## config.mk

```make
export PLATFORM = sky130hd
export DESIGN_NAME = scan_decoder_flat
export DESIGN_NICKNAME = d
export VERILOG_FILES = /design/src/rtl/scan_decoder_if.sv /design/src/rtl/scan_decoder.sv /design/src/flat_wrapper.sv
export SDC_FILE = /design/constraint.sdc
export NUM_CORES = 1
export LEC_CHECK = 0
export CORE_MARGIN = 4
export CORE_UTILIZATION = 48
export DETAILED_ROUTE_END_ITERATION = 10
export GPL_TIMING_DRIVEN = 0
export PLACE_DENSITY = 0.68
export RECOVER_POWER = 100
export SYNTH_ARGS = -nofsm -noshare
export SYNTH_HDL_FRONTEND = slang
export SYNTH_SLANG_ARGS = --single-unit
export TNS_END_PERCENT = 10
```

## constraint.sdc

```tcl
create_clock -name clk -period 6 [get_ports clk]
set_input_delay 0.9 -clock clk [delete_from_list [all_inputs] [get_ports clk]]
set_output_delay 0.9 -clock clk [all_outputs]
set_load 0.02 [all_outputs]
```

## src/rtl/scan_decoder_if.sv

```systemverilog
// Handshake bundle for scan_decoder: control/select in, decoded outputs back.
interface scan_decoder_if #(
  parameter int SEL_W   = 2,
  parameter int NUM_OUT = 4
);
  logic               en;
  logic               mode;
  logic [SEL_W-1:0]   d;
  logic [NUM_OUT-1:0] q;
  logic [SEL_W-1:0]   idx;
  logic               wrap;
  logic               err;

  modport master (output en, mode, d, input q, idx, wrap, err);
  modport slave  (input en, mode, d, output q, idx, wrap, err);
endinterface

```

## src/rtl/scan_decoder.sv

```systemverilog
// Registered one-hot digit decoder with direct-select and prescaled auto-scan modes.
// Optional macro SCAN_DECODER_BLANK_EN inserts one blank cycle on every scan step.
module scan_decoder #(
  parameter int SEL_W      = 2,
  parameter int NUM_OUT    = 4,
  parameter int PRESCALE   = 1000,
  parameter int ACTIVE_LOW = 0
) (
  input  logic         clk,
  input  logic         rst,
  scan_decoder_if.slave bus
);

  localparam int PS_W = (PRESCALE > 1) ? $clog2(PRESCALE) : 1;
  localparam logic [PS_W-1:0]    PS_LAST   = PS_W'(PRESCALE - 1);
  localparam logic [SEL_W-1:0]   IDX_LAST  = SEL_W'(NUM_OUT - 1);
  localparam logic [SEL_W:0]     NUM_OUT_W = (SEL_W + 1)'(NUM_OUT);
  localparam logic [NUM_OUT-1:0] INACTIVE  = (ACTIVE_LOW != 0) ? {NUM_OUT{1'b1}} : {NUM_OUT{1'b0}};

  typedef enum logic {
    ST_DIRECT,
    ST_SCAN
  } state_t;

  state_t            state;
  logic [PS_W-1:0]   prescale_cnt;
  logic              step;
  logic [SEL_W-1:0]  idx_next;
  logic              in_range;

  // Out-of-range selects naturally decode to all-inactive.
  function automatic logic [NUM_OUT-1:0] decode(input logic [SEL_W-1:0] sel);
    logic [NUM_OUT-1:0] hot;
    hot = '0;
    for (int k = 0; k < NUM_OUT; k++) begin
      if (sel == SEL_W'(k)) hot[k] = 1'b1;
    end
    return hot ^ INACTIVE;
  endfunction

  assign step     = (prescale_cnt == PS_LAST);
  assign idx_next = (bus.idx == IDX_LAST) ? '0 : bus.idx + SEL_W'(1);
  assign in_range = ({1'b0, bus.d} < NUM_OUT_W);

  // Entering scan always restarts at output 0, which also clears any
  // out-of-range index left over from direct mode.
  always_ff @(posedge clk or posedge rst) begin
    if (rst) begin
      state        <= ST_DIRECT;
      prescale_cnt <= '0;
      bus.q        <= INACTIVE;
      bus.idx      <= '0;
      bus.wrap     <= 1'b0;
      bus.err      <= 1'b0;
    end else begin
      bus.wrap <= 1'b0;
      if (bus.en) begin
        if (!bus.mode) begin
          state        <= ST_DIRECT;
          prescale_cnt <= '0;
          bus.idx      <= bus.d;
          bus.q        <= decode(bus.d);
          bus.err      <= !in_range;
        end else if (state != ST_SCAN) begin
          state        <= ST_SCAN;
          prescale_cnt <= '0;
          bus.idx      <= '0;
          bus.q        <= decode('0);
          bus.err      <= 1'b0;
        end else if (step) begin
          prescale_cnt <= '0;
          bus.idx      <= idx_next;
          bus.wrap     <= (idx_next == '0);
          bus.err      <= 1'b0;
`ifdef SCAN_DECODER_BLANK_EN
          bus.q        <= INACTIVE;
`else
          bus.q        <= decode(idx_next);
`endif
        end else begin
          prescale_cnt <= prescale_cnt + PS_W'(1);
          bus.q        <= decode(bus.idx);
          bus.err      <= 1'b0;
        end
      end
    end
  end

endmodule

```

## src/flat_wrapper.sv

```systemverilog
// flat-port wrapper written by rule: the top's interface ports become plain ports
module scan_decoder_flat 
#(
  parameter int SEL_W      = 2,
  parameter int NUM_OUT    = 4,
  parameter int PRESCALE   = 1000,
  parameter int ACTIVE_LOW = 0
)
  (clk, rst, bus_en, bus_mode, bus_d, bus_q, bus_idx, bus_wrap, bus_err);
  scan_decoder_if #(.SEL_W(SEL_W), .NUM_OUT(NUM_OUT)) bus_i ();
  input  logic clk;
  input  logic rst;
  input wire logic [$bits(bus_i.en)-1:0] bus_en;
  input wire logic [$bits(bus_i.mode)-1:0] bus_mode;
  input wire logic [$bits(bus_i.d)-1:0] bus_d;
  output wire logic [$bits(bus_i.q)-1:0] bus_q;
  output wire logic [$bits(bus_i.idx)-1:0] bus_idx;
  output wire logic [$bits(bus_i.wrap)-1:0] bus_wrap;
  output wire logic [$bits(bus_i.err)-1:0] bus_err;
  assign bus_i.en = bus_en;
  assign bus_i.mode = bus_mode;
  assign bus_i.d = bus_d;
  assign bus_q = bus_i.q;
  assign bus_idx = bus_i.idx;
  assign bus_wrap = bus_i.wrap;
  assign bus_err = bus_i.err;
  scan_decoder #(.SEL_W(SEL_W), .NUM_OUT(NUM_OUT), .PRESCALE(PRESCALE), .ACTIVE_LOW(ACTIVE_LOW)) u_core (.clk(clk), .rst(rst), .bus(bus_i));
endmodule
```

After elaboration in Yosys (flattened, before gate mapping)
Index checks and enable logic that the tools add are counted.
Widths: inputs -> output; s select.
- bits in registers: 18
- word-level logic and storage cells: 49
- equality and inequality tests: 11
- multiplexer cells: 27
- $add $sub $neg: 2
- reduce and logical (&&, ||, !) cells: 4
- operators with widths (kind ; count):
    $mux 10 ; 3
    $mux 1 ; 17
    $eq 2x2->1 const B ; 6
    $mux 4 ; 3
    $add 10x1->10 const B ; 1
    $eq 10x10->1 const B ; 1
    $mux 2 ; 4
    $eq 2x1->1 const B ; 3
    $logic_not 2->1 ; 3
    $ne 3x3->1 const B ; 1
    $add 2x1->2 const B ; 1
    $reduce_and 2->1 ; 1

Logic depth before layout (Yosys ltp)
Gate-level depths: netlist of run 1.
- depth in word-level cells: 7
- depth in mapped cells: 6
- mapped depth without buffers: 5

Worst setup path after synthesis of run 1
OpenSTA, ideal clock, no wires.
- path type: flip-flop to flip-flop
- from: register u_core.prescale_cnt[0]
- to: register u_core.bus.q[1]
- clock period less this slack: 2023 ps
- stages on the path, launching flop included: 7
- data required time: 5918 ps
- slack: 3977 ps
- arrival time: 1941 ps
- buffers on the path: 1
- cells stage by stage: dfrtp_1 > ha_1 > nand4b_1 > or4b_1 > buf_2 > or4_1 > a31oi_1
- longest elaborated chain between the ends: 4
- RTL lines (item ; RTL line ; RTL):
    start: declaration ; scan_decoder.sv:26 ; logic [PS_W-1:0] prescale_cnt;
    start signal: assignment ; scan_decoder.sv:81 ; prescale_cnt <= prescale_cnt + PS_W'(1);
    $eq 10x10->1 ; scan_decoder.sv:41 ; assign step = (prescale_cnt == PS_LAST);
    $mux 4 ; scan_decoder.sv:70 ; end else if (step) begin
    $mux 4 ; scan_decoder.sv:64 ; end else if (state != ST_SCAN) begin
    $mux 4 ; scan_decoder.sv:58 ; if (!bus.mode) begin
    end signal: assignment ; scan_decoder.sv:62 ; bus.q <= decode(bus.d);
    end signal: assignment ; scan_decoder.sv:68 ; bus.q <= decode('0);
    end signal: assignment ; scan_decoder.sv:78 ; bus.q <= decode(idx_next);
    end: declaration ; scan_decoder_if.sv:15 ; modport slave (input en, mode, d, output q, idx, wrap, err);
Every way passes these cells.
A chain may end at the register's enable or synchronous reset.

Worst setup path after layout of run 1
- from: register u_core.prescale_cnt[0]
- to: register u_core.bus.idx[1]
- longest elaborated chain between the ends: 3
- RTL lines (item ; RTL line ; RTL):
    $eq 10x10->1 ; scan_decoder.sv:41 ;
    $ne 3x3->1 (no line) ; n/a ;
    $reduce_and 2->1 (no line) ; n/a ;
    end signal: assignment ; scan_decoder.sv:61 ; bus.idx <= bus.d;
    end signal: assignment ; scan_decoder.sv:72 ; bus.idx <= idx_next;
    end: declaration ; scan_decoder_if.sv:15 ;
Every way passes these cells.

==> out/results.ini, run 1 <==
[sta]
final.setup.tns_ns = 0
tightest_slew_ns = 1.02
slew_violations = 0
rsz0062_at_grt = false
skew_ns = 0.00289
hold_slack_ns = 0.510
setup_viol = 0
finalHoldViolCount = 0
fmax_mhz = 362
fin_crit_sh_pct = 46.0
setup_slack_ns = 3.24
relSlewSlack_pct = 31.9
fin_crit_ns = 2.76

[clock_network]
cts_sinks = 18
ctsHoldBuffers = 0
clockBufferDepth = 2
clk_latency_ns = 0.29
clock-root-buffer = clkbuf_4
cts_tree = built
clk_pin_slew_ns = 0.10
cts_setup_buffers = 0
htreeDepth = 1
cts_buffers = 3
cts_resized = 0

[route]
wl_mm = 2.02
first_iter_violations = 8
first_pass_iters = 4
final_antenna_net_count = 0
post_drt_via_cell_ratio = 5.59
via_count = 821
wl_per_cell_um = 13.7
remaining_drc_errors = 0

[setup_path]
reg2reg_depth = 6
ff2ff_setup_slack_ns = 3.24
reg2reg_to = u_core.bus.idx[1]
cp_max_fo = 10
worstPathArrival_ns = 2.97
crit_path_start_kind = flop
r2r-start = u_core.prescale_cnt[0]
crit_path_end_kind = flop
crit_slowest_cell = a31oi_1
timing_worst_setup_path_type = reg2reg
critPathMaxStageDelay_ns = 0.80
crit_required_ns = 6.21
worstPathCellList = ha_1 -> nand4b_1 -> or4b_1 -> clkbuf_1 -> a31oi_1 -> mux2i_1

[pwr]
p_total_uw = 250
power_density_nw_per_um2 = 218
leakagePower_nw = 0.503
ir_drop_uv = 135

[flow_run]
maxCapViolCount = 0

[global_route]
antenna_found_initial = 0
grt_pass1_wl_mm = 3.51
grt_overflow_total = 0
grt_pass1_vias = 799
grt_usage_pct = 17.0
grt_max_degree = 19

[cells_and_area]
final_cell_mix = 18 x dfrtp_1, 13 x nor2_1, 9 x dlygate4sd3_1
design_area_um2 = 1150
syn_to_final_growth_pct = 15.0
diodes = 0
post-route-util_pct = 58.5
drive_above_1_share_pct = 3.33
final_common_cell = dfrtp_1
instances_no_fill = 147
layout.nets = 132
n_fill_cell = 187

[synthesis]
syn_nets = 116
yosys_warnings = 0
synthesis.instances = 106
synth_edf_count = 0
netlist_area_um2 = 998
synth_flop_cell = dfrtp_1
yosys_register_bits = 18
ys_async_sr_fraction_pct = 100
synth_seq_area_share_pct = 45.1
synth.distinct_cells = 35
avgSynthCellArea_um2 = 9.42

[floorplanning]
rows = 16
initial_core_util_pct = 50.9
pin_count = 14
die_area_um2 = 2870
die_h_um = 53.6
core_um2 = 1960
die-width_um = 53.6

[min_path]
hold_start = u_core.bus.q[0]
min_path_type = reg2reg
whs_endpoint = u_core.bus.q[0]
min_path_cells = 2

[placed_design]
dpl.hpwl_mm = 1.53
post-place-cells = 144
dpl_worst_slack_ns = 3.52
place.port_buffers = 11
place_area_um2 = 1140
routabilityCongestion = 0.854

[run_status]
status = finished clean

-- layout make-up --
class / count / area (um2) / share of cell area (%)
Multi-Input combinational cell: 77 / 487 / 42.4
Sequential cell: 18 / 450 / 39.2
Timing Repair Buffer: 11 / 110 / 9.59
Tap cell: 27 / 33.8 / 2.94
Inverter: 7 / 26.3 / 2.29
Clock buffer: 3 / 22.5 / 1.96
Buffer: 4 / 18.8 / 1.63
-- power breakdown --
part / leakage [nW] / switching, mW / total [mW] / internal (mW)
logic: 0.249 / 0.0313 / 0.0533 / 0.0220
clock network: 0.0138 / 0.0371 / 0.0604 / 0.0233
registers: 0.241 / 0.00766 / 0.136 / 0.128
total: 0.503 / 0.0761 / 0.250 / 0.174
-- sequential cells by signal (all words and copies together) (netlist names) --
signal               count
u_core.bus.idx           2
u_core.prescale_cnt     10
u_core.state             1
u_core.bus.q             4
u_core.bus.wrap          1
-- critical path: cells and delay by family (launching register included) --
family                   cells  cell delay [ns]
buffers and inverters        1             0.20
AO/OA/AOI/OAI                1             0.80
flip-flops                   1             0.45
adder cells (fa/ha/maj)      1             0.25
multiplexers                 1             0.27
AND/OR/NAND/NOR              2             0.71
-- cell families after synthesis --
group,count (synthesis),synth area share [%]
AO/OA/AOI/OAI,15,11.9
XOR/XNOR,8,7.02
adder cells (fa/ha/maj),4,5.01
buffers and inverters,11,4.64
flip-flops,18,45.1
multiplexers,2,2.01
other,1,0.376
AND/OR/NAND/NOR,47,23.9
-- layer usage --
layer / routed length, um / GRT usage, % / vias up
met1: 1040 / 24.5 / 400
met2: 899 / 24.5 / 11
li1: - / - / 406
met3: 56 / 3.05 / 4
met4: 17 / 8.09 / 0
met5: 0 / 0 / -
-- synth_stat cells, types with 2 or more instances --
cell,n,area (um2)
a31oi_1,2,12.5
inv_1,7,26.3
mux2i_1,2,20.0
nand2_1,8,30.0
nand4_1,4,25.0
nor2_1,13,48.8
nor3_1,5,25.0
nand3_1,7,35.0
ha_1,4,50.1
dfrtp_1,18,450
clkbuf_1,2,7.51
xor2_1,3,26.3
o21ai_0,4,20.0
nor4b_1,2,17.5
xnor2_1,5,43.8
-- how the worst max path moves through the flow --
stage / start / depth (start not counted) / endpoint
5_1_grt: u_core.prescale_cnt[0] / 6 / u_core.bus.idx[0]
6_report: u_core.prescale_cnt[0] / 6 / u_core.bus.idx[1]
2_1_floorplan: u_core.prescale_cnt[0] / 6 / u_core.bus.q[1]
3_5_place_dp: bus_en / 6 / u_core.bus.q[3]
3_3_place_gp: bus_en / 6 / u_core.bus.q[3]
4_1_cts: u_core.prescale_cnt[0] / 6 / u_core.bus.idx[1]
No activity file was read; power rests on OpenSTA's default activity.
==> run 2, diff against run 1 <==
- CORE_UTILIZATION: 48 -> 47
- PLACE_DENSITY: 0.68 -> 0.69
- clock period: 6 -> 2.5 ns (I/O delays scaled with it)
==> run 2 against run 1 <==
Net effect: setup slack lost 3.0 ns; die area grew 1.8%; core utilization grew 0.23 points; highest routed layer unchanged; flip-flop and latch count did not move; count of clock-buffer cells in the layout stayed put; combinational power increased by 150%.
==> out/results.ini, run 2 (synthesized netlist as in run 1, its figures left out) <==
[setup_path]
cp_max_fo = 10  ; unchanged
crit_path_start_kind = flop
ff2ff_setup_slack_ns = 0.24  ; -3.00 ns
worstPathArrival_ns = 2.47  ; -0.50 ns
crit_path_end_kind = flop
timing_worst_setup_path_type = reg2reg
crit_required_ns = 2.71  ; -3.50 ns

[floorplanning]
initial_core_util_pct = 50.4  ; -0.51 points
die-width_um = 54.1  ; +0.90%
die_area_um2 = 2930  ; +1.8%
core_um2 = 1980  ; +1.0%
rows = 16  ; unchanged
pin_count = 14  ; unchanged
die_h_um = 54.1  ; +0.90%

[clock_network]
clk_pin_slew_ns = 0.09  ; about the same
cts_resized = 0  ; unchanged
htreeDepth = 1  ; unchanged
cts_tree = built
ctsHoldBuffers = 0  ; unchanged
clock-root-buffer = clkbuf_4
cts_setup_buffers = 0  ; unchanged
clk_latency_ns = 0.28  ; about the same
clockBufferDepth = 2  ; unchanged
cts_buffers = 3  ; unchanged
cts_sinks = 18  ; unchanged

[min_path]
min_path_type = reg2reg

[pwr]
p_sw_uw = 179  ; +130%
seqPwrFrac_pct = 54.7  ; +0.2 points
leakagePower_nw = 0.506  ; +0.50%
power_density_nw_per_um2 = 513  ; +140%
switching_share_pct = 29.9  ; -0.54 points
p_int_uw = 419  ; +140%
ir_drop_uv = 396  ; +190%
p_total_uw = 597  ; +140%
comb_power_share_pct = 22.2  ; +0.9 points
clockPowerShare_pct = 23.1  ; -1.1 points

[sta]
fmax_mhz = 443  ; +22%
skew_ns = 0.000935  ; -0.00196 ns
setup_viol = 0  ; unchanged
relSlewSlack_pct = 51.8  ; +20 points
final.setup.tns_ns = 0  ; unchanged
setup_slack_ns = 0.242  ; -3.00 ns
slew_violations = 0  ; unchanged
rsz0062_at_grt = false
tightest_slew_ns = 0.713  ; -0.304 ns
fin_crit_sh_pct = 90.3  ; +44 points
fin_crit_ns = 2.26  ; -0.504 ns
finalHoldViolCount = 0  ; unchanged

[flow_run]
maxCapViolCount = 0  ; unchanged

[route]
via_count = 817  ; -0.49%
first_pass_iters = 4  ; unchanged
wl_mm = 2.01  ; -0.15%
first_iter_violations = 18  ; +10
final_antenna_net_count = 0  ; unchanged
remaining_drc_errors = 0  ; unchanged
post_drt_via_cell_ratio = 5.56  ; -0.49%
wl_per_cell_um = 13.7  ; -0.15%

[placed_design]
dpl.hpwl_mm = 1.53  ; +0.37%
dpl_worst_slack_ns = 0.258  ; -3.26 ns
routabilityCongestion = 0.808  ; -5.3%
place.port_buffers = 11  ; unchanged

[global_route]
antenna_found_initial = 0  ; unchanged
grt_pass1_vias = 793  ; -0.75%
grt_pass1_wl_mm = 3.63  ; +3.3%
grt_max_degree = 19  ; unchanged
grt_usage_pct = 16.9  ; -0.062 points
grt_overflow_total = 0  ; unchanged

[cells_and_area]
regMostFlops = u_core.prescale_cnt
syn_to_final_growth_pct = 16.7
n_fill_cell = 161  ; -14%
drive_above_1_share_pct = 5.00  ; +1.7 points
layout.nets = 132  ; unchanged
final_cell_mix = 18 x dfrtp_1, 13 x nor2_1, 9 x dlygate4sd3_1
final_common_cell = dfrtp_1
largest_reg_flops = 10  ; unchanged
diodes = 0  ; unchanged
top_regs = u_core.prescale_cnt: 10 flops, u_core.bus.q: 4 flops, u_core.bus.idx: 2 flops

[run_status]
status = finished clean

## run 2: worst paths after layout
check	end	depth (start not counted)	start
setup reg to reg	u_core.bus.idx[1]	6	u_core.prescale_cnt[0]
max in group asynchronous	u_core.prescale_cnt[0]	2	rst
hold / removal	u_core.bus.q[0]	2	u_core.bus.q[0]
hold reg to reg	u_core.bus.q[0]	2	u_core.bus.q[0]
min in group asynchronous	u_core.bus.q[3]	2	rst
setup / recovery	u_core.bus.idx[1]	6	u_core.prescale_cnt[0]
## run 2: cell type report
type / count / area [um2] / area share (%)
Buffer: 4 / 20.0 / 1.72
Clock buffer: 3 / 22.5 / 1.93
Inverter: 7 / 26.3 / 2.26
Multi-Input combinational cell: 77 / 502 / 43.1
Sequential cell: 18 / 450 / 38.7
Tap cell: 27 / 33.8 / 2.90
Timing Repair Buffer: 11 / 110 / 9.45
## run 2: through the flow
step           utilization [%]  instances  area [um2]  hold WS (ns)
2_1_floorplan                -        106         998         0.314
3_3_place_gp              57.6        144        1140         0.496
3_5_place_dp              57.6        144        1140         0.506
4_1_cts                   58.8        147        1160         0.508
5_1_grt                   58.8        147        1160         0.562
6_report                  58.8        147        1160         0.514
## run 2: power by group through the flow
stage,sequential [mW],clock (mW),combinational (mW)
6_report,0.327,0.138,0.133
5_1_grt,0.331,0.155,0.148
4_1_cts,0.328,0.146,0.138
3_5_place_dp,0.334,0,0.138
3_3_place_gp,0.332,0,0.135
2_1_floorplan,0.347,0,0.0652
## run 2: critical path, cell delays in order (launching register included)
cell and delay [ns]:
dfrtp_1 0.45, ha_1 0.26, nand4b_1 0.16, or4b_1 0.51
buf_2 0.18, a31oi_4 0.38, mux2i_1 0.24
## run 2: layer usage
metal | GRT usage [%] | up-vias | wire (um)
li1 | - | 404 | -
met1 | 23.1 | 388 | 974
met2 | 27.0 | 23 | 926
met3 | 4.99 | 2 | 98
met4 | 2.49 | 0 | 13
met5 | 0 | - | 0
